File: src/rtl/edsac_cu_pkg.sv
// Shared definitions for the EDSAC-style coincidence unit.
//
// Holds the controller state encoding and the default timing constants used
// by coincidence_unit_param and cu_timebase.
//   DefaultMcLen   : pulse intervals per minor cycle
//   DefaultNumMc   : minor cycles per tank revolution
//   DefaultRpDelay : cycles from the first gate cycle to the end-of-transfer pulse
package edsac_cu_pkg;

    localparam int unsigned DefaultMcLen   = 36;
    localparam int unsigned DefaultNumMc   = 16;
    localparam int unsigned DefaultRpDelay = 36;

    typedef enum logic [1:0] {
        StIdle  = 2'd0,
        StArmed = 2'd1,
        StGate  = 2'd2,
        StWaitR = 2'd3
    } cu_state_e;

endpackage

File: src/rtl/cu_timebase.sv
// Tank timebase: pulse-within-minor-cycle counter and minor-cycle counter.
//
// The current cycle's position is (mc_q, pulse_q) unless sync_i is high, in
// which case the current cycle is forced to position 0. The position of the
// following cycle is presented on pulse_next_o / mc_next_o so the controller
// can register its gate to coincide with that position.
//
// Ports
//   clk_i        : clock, one cycle per pulse interval
//   rst_ni       : synchronous active-low reset
//   sync_i       : marks the current cycle as position 0
//   pulse_next_o : pulse index of the next cycle
//   mc_next_o    : minor-cycle index of the next cycle
//   cur_mc_o     : registered minor-cycle count of the current cycle
module cu_timebase
    import edsac_cu_pkg::*;
#(
    parameter int unsigned MC_LEN = DefaultMcLen,
    parameter int unsigned NUM_MC = DefaultNumMc,
    localparam int unsigned PulseW = $clog2(MC_LEN),
    localparam int unsigned McW    = $clog2(NUM_MC)
) (
    input  logic              clk_i,
    input  logic              rst_ni,
    input  logic              sync_i,
    output logic [PulseW-1:0] pulse_next_o,
    output logic [McW-1:0]    mc_next_o,
    output logic [McW-1:0]    cur_mc_o
);

    logic [PulseW-1:0] pulse_q;
    logic [PulseW-1:0] pulse_eff;
    logic [McW-1:0]    mc_q;
    logic [McW-1:0]    mc_eff;

    // NUM_MC is a power of two, so the minor-cycle count wraps on its own.
    always_comb begin
        pulse_eff = sync_i ? '0 : pulse_q;
        mc_eff    = sync_i ? '0 : mc_q;
        if (pulse_eff == PulseW'(MC_LEN - 1)) begin
            pulse_next_o = '0;
            mc_next_o    = mc_eff + McW'(1);
        end else begin
            pulse_next_o = pulse_eff + PulseW'(1);
            mc_next_o    = mc_eff;
        end
    end

    always_ff @(posedge clk_i) begin
        if (!rst_ni) begin
            pulse_q <= '0;
            mc_q    <= '0;
        end else begin
            pulse_q <= pulse_next_o;
            mc_q    <= mc_next_o;
        end
    end

    assign cur_mc_o = mc_q;

endmodule

File: src/rtl/coincidence_unit_param.sv
// Coincidence unit: opens a store gate for exactly one addressed word as it
// passes through the delay-line tank, then signals end of transfer.
//
// A request (addr, long_word) is captured on start while idle. The gate is
// raised in the first cycle after capture whose tank position equals the
// word's start position, held for the word length, and r_pulse fires a fixed
// RP_DELAY cycles after the first gate cycle.
//
// Ports
//   clk       : clock, one cycle per pulse interval
//   rst_n     : synchronous active-low reset
//   sync      : marks the current cycle as tank position 0
//   start     : request strobe, honoured only while busy is low
//   addr      : word address; upper bits minor cycle, bit 0 half-word select
//   long_word : 1 selects a full minor cycle, 0 a half
//   busy      : request in progress
//   gate_pos  : high during the selected word's pulse positions
//   gate_neg  : complement of gate_pos
//   r_pulse   : one-cycle end-of-transfer pulse
//   cur_mc    : current minor-cycle count
module coincidence_unit_param
    import edsac_cu_pkg::*;
#(
    parameter int unsigned MC_LEN   = DefaultMcLen,
    parameter int unsigned NUM_MC   = DefaultNumMc,
    parameter int unsigned RP_DELAY = DefaultRpDelay,
    localparam int unsigned SHORT_LEN = MC_LEN / 2,
    localparam int unsigned ADDR_W    = $clog2(NUM_MC) + 1
) (
    input  logic              clk,
    input  logic              rst_n,
    input  logic              sync,
    input  logic              start,
    input  logic [ADDR_W-1:0] addr,
    input  logic              long_word,
    output logic              busy,
    output logic              gate_pos,
    output logic              gate_neg,
    output logic              r_pulse,
    output logic [ADDR_W-2:0] cur_mc
);

    localparam int unsigned PulseW = $clog2(MC_LEN);
    localparam int unsigned McW    = ADDR_W - 1;
    localparam int unsigned CntW   = $clog2(RP_DELAY + 1);

    localparam logic [CntW-1:0] LongLast  = CntW'(MC_LEN - 1);
    localparam logic [CntW-1:0] ShortLast = CntW'(SHORT_LEN - 1);
    localparam logic [CntW-1:0] RpLast    = CntW'(RP_DELAY - 1);

    cu_state_e         state_q;
    logic [ADDR_W-1:0] addr_q;
    logic              long_q;
    logic [CntW-1:0]   cnt_q;      // cycles since the first gate cycle
    logic              gate_q;
    logic              r_pulse_q;

    logic [PulseW-1:0] pulse_next;
    logic [McW-1:0]    mc_next;
    logic              hit_in;
    logic              hit_tgt;
    logic [CntW-1:0]   gate_last;

    cu_timebase #(
        .MC_LEN (MC_LEN),
        .NUM_MC (NUM_MC)
    ) u_timebase (
        .clk_i        (clk),
        .rst_ni       (rst_n),
        .sync_i       (sync),
        .pulse_next_o (pulse_next),
        .mc_next_o    (mc_next),
        .cur_mc_o     (cur_mc)
    );

    // Pulse index at which a word begins; the half select only applies to short words.
    function automatic logic [PulseW-1:0] word_pulse(input logic half, input logic long_w);
        return (half && !long_w) ? PulseW'(SHORT_LEN) : '0;
    endfunction

    // Matching is against the next cycle's position so the gate register rises
    // exactly in the cycle whose position equals the word start.
    assign hit_in  = (mc_next == addr[ADDR_W-1:1]) &&
                     (pulse_next == word_pulse(addr[0], long_word));
    assign hit_tgt = (mc_next == addr_q[ADDR_W-1:1]) &&
                     (pulse_next == word_pulse(addr_q[0], long_q));

    assign gate_last = long_q ? LongLast : ShortLast;

    always_ff @(posedge clk) begin
        if (!rst_n) begin
            state_q   <= StIdle;
            addr_q    <= '0;
            long_q    <= 1'b0;
            cnt_q     <= '0;
            gate_q    <= 1'b0;
            r_pulse_q <= 1'b0;
        end else begin
            r_pulse_q <= 1'b0;
            case (state_q)
                StIdle: begin
                    if (start) begin
                        addr_q <= addr;
                        long_q <= long_word;
                        cnt_q  <= '0;
                        // Word starts in the very next cycle: the armed wait is
                        // zero cycles long, so go straight to the gate.
                        if (hit_in) begin
                            state_q <= StGate;
                            gate_q  <= 1'b1;
                        end else begin
                            state_q <= StArmed;
                        end
                    end
                end
                StArmed: begin
                    if (hit_tgt) begin
                        state_q <= StGate;
                        gate_q  <= 1'b1;
                        cnt_q   <= '0;
                    end
                end
                StGate: begin
                    cnt_q <= cnt_q + CntW'(1);
                    if (cnt_q == gate_last) begin
                        gate_q  <= 1'b0;
                        state_q <= StWaitR;
                    end
                    // Only reachable when the word length equals RP_DELAY.
                    if (cnt_q == RpLast) begin
                        r_pulse_q <= 1'b1;
                    end
                end
                StWaitR: begin
                    // Stay busy through the r_pulse cycle, then release.
                    if (r_pulse_q) begin
                        state_q <= StIdle;
                    end else begin
                        cnt_q <= cnt_q + CntW'(1);
                        if (cnt_q == RpLast) begin
                            r_pulse_q <= 1'b1;
                        end
                    end
                end
                default: begin
                    state_q <= StIdle;
                    gate_q  <= 1'b0;
                end
            endcase
        end
    end

    assign busy     = (state_q != StIdle);
    assign gate_pos = gate_q;
    assign gate_neg = ~gate_q;
    assign r_pulse  = r_pulse_q;

endmodule
File: config.mk
export PLATFORM = sky130hd
export DESIGN_NAME = coincidence_unit_param
export DESIGN_NICKNAME = d
export VERILOG_FILES = /design/src/rtl/edsac_cu_pkg.sv /design/src/rtl/cu_timebase.sv /design/src/rtl/coincidence_unit_param.sv
export SDC_FILE = /design/constraint.sdc
export NUM_CORES = 1
export LEC_CHECK = 0
export BUFFER_PORTS_ARGS = -buffer_cell sky130_fd_sc_hd__clkbuf_2
export CORE_AREA = 2 2 88 56
export CTS_CLUSTER_SIZE = 10
export DETAILED_ROUTE_END_ITERATION = 8
export DIE_AREA = 0 0 90 58
export SKIP_LAST_GASP = 1
export SLEW_MARGIN = 25
export SYNTH_ARGS = -nofsm -noshare
export SYNTH_HDL_FRONTEND = slang
export SYNTH_SLANG_ARGS = --single-unit
File: constraint.sdc
create_clock -name clk -period 4.2 [get_ports clk]
set_clock_uncertainty 0.1 [all_clocks]
set_input_delay 0.84 -clock clk [delete_from_list [all_inputs] [get_ports clk]]
set_output_delay 0.84 -clock clk [all_outputs]
set_load 0.1 [all_outputs]
==> flow_metrics.tcl <==
set metrics [dict create \
    numCtsBuffers 3 \
    setup.worst_path.start "sync" \
    place_hpwl_um 3010 \
    grt_usage 0.155 \
    drc 0 \
    viasPerCell 5.21 \
    hp-class "flop to flop" \
    antenna_found_initial 0 \
    synth-edff-count 0 \
    status "completed" \
    ys_warn_count 0 \
    synthCells 202 \
    synthArstFlopShare 0 \
    r2r_slack_ps 850 \
    synth_top_family_by_area "simple AND/OR/NAND/NOR gates" \
    period_needed_ps 3650 \
    io_pins 18 \
    cts_setup_buffers 0 \
    die_h_um 58 \
    crit_type "primary input to flop" \
    ys_seq_elements 26 \
    vdd.ir_drop.worst_mv 0.473 \
    clockBufferDepth 2 \
    grt_max_degree 16 \
    diodes 0 \
    dieArea_sq_um 5220 \
    port_buffers 17 \
    timing.hold.ws_ps 356 \
    crit_buf_inv 2 \
    ys_types 49 \
    end_kind "flop" \
    synth_mux_area_frac 0.0177 \
    stdcell_area_sq_um 1910 \
    worst_pin_slew_ps 540 \
    critical-path-top-delay-family "simple AND/OR/NAND/NOR gates" \
    place_ws_ps 286 \
    slowest_stage "or4b_1" \
    start_util 0.383 \
    p_leak_nw 0.767 \
    cp.required_ps 4300 \
    ctsHoldBuffers 0 \
    p_total_w 0.000863 \
    cts.sinks 26 \
    drtPass1Iterations 4 \
    hold_viol 0 \
    holdCritStartpoint "addr_q[0]$_SDFFE_PN0P_" \
    fin_tns_setup_ps 0 \
    yosys.area_share.adder 0.0591 \
    yosysSeqAreaShare 0.307 \
    hold_path_depth 2 \
    fin_crit_sh 0.870 \
    core_area_sq_um 4420 \
    cp-start-kind "primary input" \
    cts_resized 0 \
    reg2reg_from "u_timebase.pulse_q[0]$_SDFF_PN0_" \
    clk_pin_slew_worst_paths_ps 100 \
    syn_to_final_growth_pct 12.6 \
    cap_violations 0 \
    syn-num-nets 220 \
    fill_cells 459 \
    grt_pass1_vias 1288 \
    max_slew_margin 0.639 \
    crit_chain "clkbuf_2 -> nor2_1 -> ha_1 -> or4b_4 -> or4_1 -> a21oi_2 -> xnor2_1 -> a31oi_1 -> buf_4 -> or4b_1 -> a21oi_1" \
    htreeDepth 1 \
    grt_pass1_wl_um 6550 \
    die_x_um 90 \
    clock.fmax_mhz 274 \
    synthSimpleGateAreaFrac 0.301 \
    postRouteAntennaNets 0 \
    cp.arrival_ps 3750 \
    critPathMaxStageDelay_ps 520 \
    overflow 0 \
    path_max_fanout 13 \
    placed_area_sq_um 1840 \
    ys.flop_type "dfxtp_1" \
    synthesis.area_sq_um 1690 \
    row_count 19 \
    wl_per_cell_um 13.7 \
    hold_end "addr_q[0]$_SDFFE_PN0P_" \
    fin_ws_ps 548 \
    reg2regPathDepth 11 \
    setup_violations 0 \
    power_density_nw_per_um2 452 \
    synth.avg_cell_area_sq_um 8.39 \
    cts_tree "built" \
    insertion_delay_ps 280 \
    drt-total-wl_um 3820 \
    vias 1460 \
    synth-compound-area-share 0.169 \
    rsz0062_at_grt "false" \
    root_buffer "clkbuf_8" \
    yosys.area_share.xor_xnor 0.0982 \
    r2r_end "cnt_q[1]$_SDFFE_PN0P_" \
    place.gp.congestion 0.849 \
    layout-drive-gt1-share 0.180 \
    final_nets 236 \
    drv_slew 0 \
    drtIter0Drc 105 \
]
per-layer routing:
layer | GRT usage | vias to the layer above | routed length, um
met1 | 0.254 | 662 | 2240
met3 | 0.0351 | 2 | 232
met4 | 0.0264 | 0 | 27
met5 | 0 | - | 0
met2 | 0.204 | 47 | 1320
li1 | - | 749 | -
kinds of logic (layout without fill, tap and decap cells):
group / count (synthesis) / count (layout)
xor gates and xnor gates: 19 / 19
DFF: 26 / 26
and+or+nand+nor: 88 / 88
muxes: 3 / 3
buffers and inverters: 19 / 34
AOI/OAI and AO/OA: 39 / 39
adders and majority gates: 8 / 8
report_power, final:
| part | total (W) | internal, W | leakage (nW) | switching (W) |
|---|---|---|---|---|
| clock | 0.000209 | 0.000128 | 0.0357 | 0.0000810 |
| combinational | 0.000359 | 0.0000997 | 0.520 | 0.000259 |
| sequential | 0.000295 | 0.000272 | 0.211 | 0.0000232 |
| total | 0.000863 | 0.000499 | 0.767 | 0.000363 |
synth_stat cells (all sizes together) (4+ instances only):
| master | n | area [sq um] |
|---|---|---|
| and2b | 7 | 61.3 |
| clkbuf | 7 | 27.5 |
| nand3 | 16 | 80.1 |
| dfxtp | 26 | 521 |
| nor2 | 15 | 56.3 |
| a31oi | 4 | 25.0 |
| nor3 | 4 | 20.0 |
| inv | 10 | 37.5 |
| a21oi | 9 | 48.8 |
| o21ai | 6 | 30.0 |
| and2 | 4 | 25.0 |
| nor2b | 5 | 31.3 |
| nand2b | 5 | 33.8 |
| nand2 | 18 | 75.1 |
| ha | 8 | 100 |
| o31ai | 4 | 30.0 |
| xnor2 | 13 | 114 |
| xor2 | 6 | 52.6 |
state kept, by name (all words and copies together) (netlist names):
signal	count
addr_q	5
cnt_q	6
gate_pos	1
long_q	1
r_pulse	1
state_q	2
u_timebase.cur_mc_o	4
u_timebase.pulse_q	6
final cells by class:
class / count / area [sq um] / area share
Tap cell: 63 / 78.8 / 0.0413
Multi-Input combinational cell: 157 / 1090 / 0.572
Timing Repair Buffer: 20 / 108 / 0.0564
Inverter: 10 / 37.5 / 0.0197
Sequential cell: 26 / 520 / 0.273
Clock buffer: 3 / 41.3 / 0.0216
Clock inverter: 1 / 30.0 / 0.0157
metrics by stage:
| step | util | instances |
|---|---|---|
| after floorplan | - | 202 |
| after global placement | 0.415 | 276 |
| after detailed placement | 0.415 | 276 |
| after CTS | 0.432 | 280 |
| after global routing | 0.432 | 280 |
| final | 0.432 | 280 |
cells in the final DEF, fill, tap and decap left out, types with 4 or more instances in the layout:
master	count
nor3_1	4
ha_1	8
o21ai_0	5
o31ai_1	4
xor2_1	6
nand2_1	17
a21oi_1	8
nand3_1	16
nand2b_1	4
a31oi_1	4
xnor2_1	13
and2b_2	5
nor2b_1	5
dfxtp_1	26
clkbuf_2	17
inv_1	10
nor2_1	15
worst max path at each step:
stage / slack, ps / cells past startpoint / end
after floorplan: 420 / 10 / state_q[1]$_SDFFE_PN0P_
after global placement: 420 / 11 / cnt_q[1]$_SDFFE_PN0P_
after detailed placement: 290 / 11 / cnt_q[1]$_SDFFE_PN0P_
after CTS: 580 / 11 / cnt_q[1]$_SDFFE_PN0P_
after global routing: 360 / 12 / cnt_q[1]$_SDFFE_PN0P_
final: 550 / 11 / cnt_q[1]$_SDFFE_PN0P_
worst min-delay path, stage by stage (launching register included):
cell     delay [ps]
dfxtp_1         320
nand2_1          50
a21oi_1          50
No activity file was read; power rests on OpenSTA's default activity.
